`config.mk`:
```
export PLATFORM = sky130hd
export DESIGN_NAME = fanout_bcast_buffer
export DESIGN_NICKNAME = d
export VERILOG_FILES = /design/src/rtl/fanout_bcast_buffer.sv
export SDC_FILE = /design/constraint.sdc
export NUM_CORES = 1
export LEC_CHECK = 0
export ABC_AREA = 1
export BUFFER_PORTS_ARGS = -buffer_cell sky130_fd_sc_hd__buf_4
export CORE_MARGIN = 2
export CORE_UTILIZATION = 40
export CTS_CLUSTER_SIZE = 12
export DETAILED_ROUTE_END_ITERATION = 8
export PLACE_DENSITY = 0.75
export RECOVER_POWER = 25
export SETUP_SLACK_MARGIN = 0.15
export SKIP_CTS_REPAIR_TIMING = 1
export SYNTH_ARGS = -nofsm -noshare
export SYNTH_HDL_FRONTEND = slang
export SYNTH_SLANG_ARGS = --single-unit
```
`constraint.sdc`:
```
create_clock -name clk -period 4.11 [get_ports clk]
set_clock_uncertainty 0.15 [all_clocks]
set_input_delay 0.2055 -clock clk [delete_from_list [all_inputs] [get_ports clk]]
set_output_delay 0.2055 -clock clk [all_outputs]
set_load 0.1 [all_outputs]
```
`src/rtl/fanout_bcast_buffer.sv`:
```
// fanout_bcast_buffer: small FIFO whose head token is broadcast to every enabled consumer port,
// popping only after each enabled port has taken it exactly once.
module fanout_bcast_buffer #(
  parameter int NUM_OUT = 4,
  parameter int DW      = 17,
  parameter int DEPTH   = 2
) (
  input  logic                       clk,
  input  logic                       rst_n,
  input  logic                       flush,
  input  logic [NUM_OUT-1:0]         en_mask,
  input  logic [DW-1:0]              in_data,
  input  logic                       in_valid,
  output logic                       in_ready,
  output logic [NUM_OUT*DW-1:0]      out_data,
  output logic [NUM_OUT-1:0]         out_valid,
  input  logic [NUM_OUT-1:0]         out_ready,
  output logic [$clog2(DEPTH):0]     occupancy
);
  localparam int AW = $clog2(DEPTH);
  localparam logic [AW:0] FULL = (AW+1)'(DEPTH);
  logic [DW-1:0]      mem_q [DEPTH];
  logic [AW-1:0]      wr_q, wr_d, rd_q, rd_d;
  logic [AW:0]        cnt_q, cnt_d;
  logic [NUM_OUT-1:0] sent_q, sent_d, xfer;
  logic               live_q, head, push, pop;
  // live_q keeps in_ready low until the first edge after reset release
  always_comb begin
    head      = cnt_q != '0;
    in_ready  = live_q & (cnt_q < FULL) & ~flush;
    out_valid = {NUM_OUT{head}} & en_mask & ~sent_q;
    xfer      = out_valid & out_ready;
    push      = in_valid & in_ready;
    pop       = head & (&(~en_mask | sent_q | xfer));
    wr_d      = flush ? '0 : wr_q + AW'(push);
    rd_d      = flush ? '0 : rd_q + AW'(pop);
    cnt_d     = flush ? '0 : cnt_q + (AW+1)'(push) - (AW+1)'(pop);
    sent_d    = (flush | pop) ? '0 : sent_q | xfer;
  end
  always_ff @(posedge clk or negedge rst_n) begin
    if (!rst_n) begin
      live_q <= 1'b0;
      wr_q   <= '0;
      rd_q   <= '0;
      cnt_q  <= '0;
      sent_q <= '0;
    end else begin
      live_q <= 1'b1;
      wr_q   <= wr_d;
      rd_q   <= rd_d;
      cnt_q  <= cnt_d;
      sent_q <= sent_d;
    end
  end
  always_ff @(posedge clk) begin
    if (push) mem_q[wr_q] <= in_data;
  end
  assign out_data  = {NUM_OUT{mem_q[rd_q]}};
  assign occupancy = cnt_q;
endmodule

```
==> results of run 1 <==
[worst max path at each step]
| stage | cells after the start | end | slack [ps] |
|---|---|---|---|
| 6_report | 2 | out_data[43] | 1870 |
| 5_1_grt | 8 | mem_q[0][2] | 1740 |
| 4_1_cts | 2 | out_data[43] | 1840 |
| 3_5_place_dp | 7 | mem_q[1][4] | 2090 |
| 3_3_place_gp | 7 | mem_q[0][10] | 2150 |
| 2_1_floorplan | 4 | sent_q[0] | 330 |
[cells by family after synthesis]
family | count (synthesis) | synth area share (%)
adder cells (fa/ha/maj) | 4 | 2.304
buffers and inverters | 69 | 21.26
AND/OR/NAND/NOR | 30 | 6.394
flip-flops | 43 | 57.37
other | 1 | 0.1726
AO/OA/AOI/OAI | 8 | 2.881
multiplexers | 17 | 8.813
XOR/XNOR | 2 | 0.8066
[power by group through the flow]
stage	logic (mW)	registers, mW	clock network [mW]
2_1_floorplan	0.308	0.505	0
3_3_place_gp	0.367	0.498	0
3_5_place_dp	0.370	0.499	0
4_1_cts	0.370	0.489	0.330
5_1_grt	0.394	0.490	0.352
6_report	0.380	0.489	0.320
[worst max-delay path, delay by kind of cell, from the launching register on]
| family | cells | cell delay [ps] |
|---|---|---|
| multiplexers | 1 | 460 |
| flip-flops | 1 | 880 |
| buffers and inverters | 1 | 250 |
[Yosys cell counts, types with 3 or more instances]
cell / count
inv_1: 15
nand2_1: 6
a21oi_1: 4
edfxtp_1: 34
buf_4: 51
ha_1: 4
dfrtp_1: 9
nor2_1: 16
o21ai_2: 3
mux2_2: 17
[through the flow]
step	setup WS (ps)	cells
2_1_floorplan	325.8	174
3_3_place_gp	2148	294
3_5_place_dp	2094	294
4_1_cts	1838	302
5_1_grt	1736	321
6_report	1868	321
[state kept, by name, summed over array words and instances, names as in the netlist]
register and flops:
mem_q 34, sent_q 4, occupancy 2, live_q 1, rd_q 1, wr_q 1
[per-layer routing]
metal  track usage [%]  routed length (um)  vias to the layer above
met5                 0                   0                        -
met3             4.302                 319                        3
met1             12.16                1348                      649
met4             3.750                  27                        0
met2             23.88                2242                       59
li1                  -                   -                      678
[final cells by class]
cell class,instances,area share [%]
timing repair buffer,122,32.58
sequential,43,42.64
clock inverter,3,1.498
inverter,16,2.055
multi-input combinational,62,15.88
clock buffer,5,2.354
tap,70,2.997
==> results.py, run 1 <==
metrics = {
    "sta": {
        "worst_slew_pin_slew_ps": 822.3,
        "relSlewSlack_pct": 45.18,
        "finalSetupViolCount": 0,
        "slew_viol_final": 0,
        "tns_ps": 0,
        "post-route-min-period_ps": 2242,
        "fmax_ghz": 0.4460,
        "hold_viol_final": 0,
        "hold_ws_ps": 26.42,
        "fin_crit_sh_pct": 54.55,
        "rsz0062_at_grt": "no",
    },
    "cts": {
        "tritoncts": "done",
        "root_buffer": "clkbuf_8",
        "clkTransAtPathRegs_ps": 80,
        "htree_levels": 2,
        "insertion_delay_ps": 290,
        "cts_buffers": 5,
        "cts-root-to-sink-buffers": 2,
        "clock_sinks": 43,
    },
    "placement": {
        "place_congestion": 0.7222,
        "port_buffers": 103,
        "place_area_um2": 2631,
        "hpwl_um": 2861,
    },
    "worst_setup_path": {
        "required_ps": 3750,
        "slowest_stage": "dfrtp_1",
        "crit_chain": "mux2_2 -> buf_4",
        "crit_start": "rd_q",
        "r2r_cells": 4,
        "rr_endpoint": "mem_q[0][14]",
        "r2r-start": "occupancy[1]",
        "path_max_fanout": 19,
        "cp_slowest_stage_delay_ps": 880,
        "cp-end-kind": "primary output",
        "ff2ff_setup_slack_ps": 2150,
        "cp-start-kind": "flop",
        "critPathArrivalTime_ps": 1890,
        "critPathKind": "reg2out",
    },
    "power": {
        "netSwitchingFraction_pct": 37.10,
        "p_int_mw": 0.7479,
        "power_mw": 1.189,
        "p_leak_nw": 1.313,
        "p_clk_share_pct": 26.9,
        "power_switching_mw": 0.4411,
        "vdd_ir_drop_max_v": 0.0002267,
        "combPwrFrac_pct": 32.0,
        "power.density_nw_per_um2": 406.8,
        "p_seq_share_pct": 41.1,
    },
    "finish": {
        "diodes": 0,
        "multi_input_area_um2": 464.2,
        "seq_area_um2": 1246,
        "utilization_pct": 56.51,
        "nFillCells": 445,
        "nets": 283,
        "drive_gt1_share_pct": 53.39,
        "final_common_cell": "buf_4",
        "syn_to_final_growth_pct": 34.56,
        "final_cell_area_um2": 2923,
        "final_cell_mix": "buf_4, edfxtp_1, dlygate4sd3_1",
    },
    "grt": {
        "grt_pass1_vias": 1277,
        "gr-total-overflow": 0,
        "grt_pass1_wl_um": 5802,
        "grt_max_degree": 20,
        "grt.total_usage_pct": 12.36,
        "antenna_found_initial": 0,
    },
    "min_path": {
        "hold_class": "in2reg",
        "hold_end": "sent_q[3]",
        "min_path_cells": 3,
        "worstHoldStart": "out_ready[3]",
    },
    "logic_synthesis": {
        "synth_edf_count": 34,
        "syn-num-nets": 207,
        "avgSynthCellArea_um2": 12.48,
        "synth_seq_cells": 43,
        "ys_seq_area_share_pct": 57.37,
        "yosysTopAreaCell": "edfxtp_1",
        "synthArstFlopShare_pct": 20.93,
        "synth_cells": 174,
        "synth_cell_type_count": 22,
        "synth_area_leaders": "edfxtp_1, buf_4, dfrtp_1, mux2_2, nor2_1",
        "synth_area_um2": 2172,
        "yosysWarnings": 0,
        "synth_top_area_share_pct": 47.00,
        "synth_ff_type": "edfxtp_1",
    },
    "routing": {
        "viasPerCell": 4.327,
        "drt_wl_total_um": 3937,
        "firstDrtPassIters": 3,
        "remaining_drc_errors": 0,
        "wire_per_inst_um": 12.26,
        "antenna_left": 0,
        "drtIter0Drc": 34,
        "vias": 1389,
    },
    "run": {
        "drv_cap": 0,
    },
    "floorplanning": {
        "die_area_um2": 6036,
        "io_pins": 104,
        "start_util_pct": 41.99,
        "coreArea_um2": 5172,
        "die_h_um": 77.69,
        "die_w_um": 77.69,
        "placementRows": 26,
    },
    "status": {
        "status": "completed",
    },
}
Power figures use the tool's default switching activity.
==> run 2, diff against run 1 <==
Clock period 4.11 ns to 2.3 ns, I/O delays scaled along.
==> results.py, run 2 (same netlist as run 1, synthesis figures left out) <==
metrics = {
    "status": {
        "status": "completed",
    },
    "grt": {
        "grt_pass1_vias": 1266,
        "grt_pass1_wl_um": 5899,
        "grt.total_usage_pct": 12.55,
        "gr-total-overflow": 0,
        "grt_max_degree": 18,
        "antenna_found_initial": 0,
    },
    "routing": {
        "firstDrtPassIters": 4,
        "antenna_left": 0,
        "drt_wl_total_um": 4045,
        "drtIter0Drc": 52,
        "viasPerCell": 4.353,
        "vias": 1432,
        "wire_per_inst_um": 12.29,
        "remaining_drc_errors": 0,
    },
    "worst_setup_path": {
        "cp-end-kind": "flop",
        "critPathArrivalTime_ps": 2030,
        "rr_endpoint": "occupancy[1]",
        "critPathKind": "reg2reg",
        "r2r_cells": 11,
        "ff2ff_setup_slack_ps": 290,
        "path_max_fanout": 6,
        "r2r-start": "occupancy[1]",
        "critPathCapture": "occupancy[1]",
        "required_ps": 2330,
        "cp-start-kind": "flop",
        "crit_start": "occupancy[1]",
    },
    "placement": {
        "place_congestion": 0.6890,
        "place_area_um2": 2726,
        "port_buffers": 103,
        "hpwl_um": 2889,
        "dp_slack_ps": 293.6,
        "dp.cells": 296,
    },
    "finish": {
        "final_cells": 329,
        "nFillCells": 431,
        "final_cell_mix": "buf_4, edfxtp_1, dlygate4sd3_1",
        "drive_gt1_share_pct": 57.92,
        "nets": 291,
        "final_cell_area_um2": 3052,
        "diodes": 0,
        "top_register": "mem_q",
        "syn_to_final_growth_pct": 40.50,
        "final_common_cell": "buf_4",
        "largest_reg_flops": 34,
    },
    "sta": {
        "rsz0062_at_grt": "no",
        "hold_viol_final": 0,
        "slew_viol_final": 0,
        "finalSetupViolCount": 0,
        "post-route-min-period_ps": 2007,
        "relSlewSlack_pct": 63.38,
        "tns_ps": 0,
        "worst_slew_pin_slew_ps": 549.3,
        "fin_ws_ps": 292.6,
        "fmax_ghz": 0.4981,
        "hold_ws_ps": 102.7,
        "fin_crit_sh_pct": 87.28,
    },
    "cts": {
        "insertion_delay_ps": 280,
        "htree_levels": 2,
        "cts_buffers": 5,
        "clkTransAtPathRegs_ps": 80,
        "tritoncts": "done",
        "clock_sinks": 43,
        "root_buffer": "clkbuf_8",
        "cts-root-to-sink-buffers": 2,
    },
    "min_path": {
        "hold_class": "in2reg",
    },
    "power": {
        "power.density_nw_per_um2": 665.5,
        "p_leak_nw": 1.326,
        "vdd_ir_drop_max_v": 0.0003542,
    },
    "floorplanning": {
        "die_w_um": 77.69,
        "die_h_um": 77.69,
        "io_pins": 104,
        "die_area_um2": 6036,
        "placementRows": 26,
        "start_util_pct": 41.99,
        "coreArea_um2": 5172,
    },
    "run": {
        "drv_cap": 0,
    },
}
-- run 2: worst max-delay path, stage by stage, from the launching register on --
cell and delay [ps]:
dfrtp_4 520, nor2_4 240, inv_2 40, nand2_1 80
inv_1 50, nand2_2 90, nor2_4 40, ha_1 280
inv_1 60, ha_2 160, xor2_1 130, nor2_1 60
-- run 2: where the power goes --
group	total [mW]	switching, mW	internal [mW]
Clock	0.439	0.234	0.206
Sequential	0.873	0.0108	0.862
Combinational	0.719	0.545	0.173
-- run 2: how the worst min path moves through the flow --
stage	from	endpoint	slack, ps	depth (start not counted)
after floorplan	rst_n	live_q	-330	0
final	in_valid	wr_q	100	5
after CTS	rst_n	sent_q[2]	-510	1
after global placement	rst_n	sent_q[2]	-200	1
after global routing	in_valid	wr_q	110	5
after detailed placement	rst_n	live_q	-200	1
-- run 2: layout make-up --
| class | count | area [um2] | area share [%] |
|---|---|---|---|
| Sequential cell | 43 | 1251 | 41.00 |
| Timing Repair Buffer | 130 | 1030 | 33.74 |
| Multi-Input combinational cell | 62 | 539.3 | 17.67 |
| Tap cell | 70 | 87.58 | 2.870 |
| Clock buffer | 5 | 68.82 | 2.255 |
| Inverter | 16 | 60.06 | 1.968 |
| Clock inverter | 3 | 15.01 | 0.4920 |
-- run 2: metrics by stage --
step / power, mW / util (%)
6_report: 2.031 / 59.00
5_1_grt: 2.102 / 59.00
4_1_cts: 2.019 / 54.33
3_5_place_dp: 1.575 / 52.71
3_3_place_gp: 1.570 / 52.71
2_1_floorplan: 1.473 / -
-- run 2: metal layers --
layer	GRT usage [%]	wire (um)
met5	0	0
met4	4.821	43
met3	3.488	323
met2	22.93	2124
met1	13.66	1553
==> run 3, diff against run 2 <==
==> constraint.sdc (replaced) <==
create_clock -name clk -period 2.3 [get_ports clk]
set_clock_uncertainty 0.15 [all_clocks]
set_input_delay 0.46 -clock clk [delete_from_list [all_inputs] [get_ports clk]]
set_output_delay 0.46 -clock clk [all_outputs]
set_load 0.1 [all_outputs]
==> results.py, run 3 (same netlist as run 1, synthesis figures left out) <==
metrics = {
    "sta": {
        "slew_viol_final": 0,
        "relSlewSlack_pct": 65.29,
        "hold_viol_final": 0,
        "fin_ws_ps": 184.7,
        "fmax_ghz": 0.4728,
        "worst_slew_pin_slew_ps": 520.7,
        "hold_ws_ps": 188.6,
        "fin_crit_sh_pct": 91.97,
        "finalSetupViolCount": 0,
        "post-route-min-period_ps": 2115,
        "tns_ps": 0,
        "rsz0062_at_grt": "yes",
    },
    "finish": {
        "final_common_cell": "buf_4",
        "diodes": 0,
        "final_cell_area_um2": 2943,
        "top_register": "mem_q",
        "drive_gt1_share_pct": 63.87,
        "nets": 270,
        "final_cell_mix": "buf_4, edfxtp_1, mux2_2, clkbuf_4, buf_6",
        "largest_reg_flops": 34,
        "syn_to_final_growth_pct": 35.48,
        "utilization_pct": 56.89,
        "nFillCells": 451,
        "final_cells": 308,
    },
    "cts": {
        "cts_buffers": 5,
        "tritoncts": "done",
        "clock_sinks": 43,
        "clkTransAtPathRegs_ps": 80,
        "htree_levels": 2,
        "insertion_delay_ps": 280,
        "root_buffer": "clkbuf_8",
        "cts-root-to-sink-buffers": 2,
    },
    "floorplanning": {
        "start_util_pct": 41.99,
        "coreArea_um2": 5172,
        "die_h_um": 77.69,
        "die_area_um2": 6036,
        "io_pins": 104,
        "die_w_um": 77.69,
        "placementRows": 26,
    },
    "power": {
        "p_clk_share_pct": 26.7,
        "vdd_ir_drop_max_v": 0.0003215,
        "p_int_mw": 1.342,
        "power_mw": 2.139,
        "combPwrFrac_pct": 32.5,
        "p_leak_nw": 1.287,
        "power.density_nw_per_um2": 726.8,
        "power_switching_mw": 0.7969,
        "netSwitchingFraction_pct": 37.26,
        "p_seq_share_pct": 40.8,
    },
    "placement": {
        "dp.cells": 297,
        "hpwl_um": 2863,
        "dp_slack_ps": 324.1,
        "port_buffers": 103,
        "place_area_um2": 2749,
        "place_congestion": 0.8025,
    },
    "worst_setup_path": {
        "cp-end-kind": "primary output",
        "cp-start-kind": "flop",
        "r2r_cells": 10,
        "r2r-start": "occupancy[1]",
        "critPathKind": "reg2out",
        "ff2ff_setup_slack_ps": 260,
        "required_ps": 1690,
        "critPathArrivalTime_ps": 1510,
        "path_max_fanout": 17,
        "rr_endpoint": "occupancy[1]",
    },
    "grt": {
        "grt_max_degree": 18,
        "gr-total-overflow": 0,
        "antenna_found_initial": 0,
        "grt_pass1_vias": 1243,
        "grt.total_usage_pct": 12.23,
        "grt_pass1_wl_um": 5740,
    },
    "min_path": {
        "hold_class": "in2reg",
        "min_path_cells": 2,
        "worstHoldStart": "flush",
        "hold_end": "occupancy[1]",
    },
    "routing": {
        "drt_wl_total_um": 3882,
        "wire_per_inst_um": 12.60,
        "vias": 1347,
        "viasPerCell": 4.373,
        "antenna_left": 0,
        "firstDrtPassIters": 4,
        "remaining_drc_errors": 0,
        "drtIter0Drc": 26,
    },
    "status": {
        "status": "completed",
    },
    "run": {
        "drv_cap": 0,
    },
}
-- run 3: changes by cell type in the layout (fill, tap and decap cells not counted), sizes merged --
cell,delta
bufinv,+1
clkbuf,+1
clkinvlp,-1
dlygate4sd3,-22
-- run 3: how the worst max path moves through the flow --
stage	from	endpoint	slack, ps	cells past startpoint
detailed placement	occupancy[1]	occupancy[1]	320	11
global placement	occupancy[1]	occupancy[1]	350	11
finish	rd_q	out_data[29]	180	3
floorplan	rd_q	out_data[21]	30	4
global route	rd_q	out_data[29]	130	3
CTS	occupancy[1]	out_valid[0]	130	4
-- run 3: layout make-up --
type | instances | area (um2) | area share (%)
Inverter | 16 | 60.06 | 2.041
Multi-Input combinational cell | 62 | 526.8 | 17.90
Sequential cell | 43 | 1254 | 42.60
Tap cell | 70 | 87.58 | 2.976
Timing Repair Buffer | 109 | 902.1 | 30.65
Clock inverter | 3 | 43.79 | 1.488
Clock buffer | 5 | 68.82 | 2.338
-- run 3: power by group through the flow --
stage | Combinational (mW) | Sequential [mW] | Clock, mW
2_1_floorplan | 0.566 | 0.906 | 0
3_3_place_gp | 0.680 | 0.889 | 0
6_report | 0.696 | 0.873 | 0.570
3_5_place_dp | 0.686 | 0.890 | 0
4_1_cts | 0.687 | 0.873 | 0.594
5_1_grt | 0.721 | 0.875 | 0.620
-- run 3: critical path, cell delays in order, from the launching register on --
cell and delay [ps]:
dfrtp_1 390, buf_12 170, mux2_2 400, buf_4 250
-- run 3: layer usage --
layer,vias up,routed length [um],track usage [%]
met1,632,1447,13.13
li1,646,-,-
met2,64,2007,21.90
met5,-,0,0
met4,0,38,3.393
met3,5,388,5.116
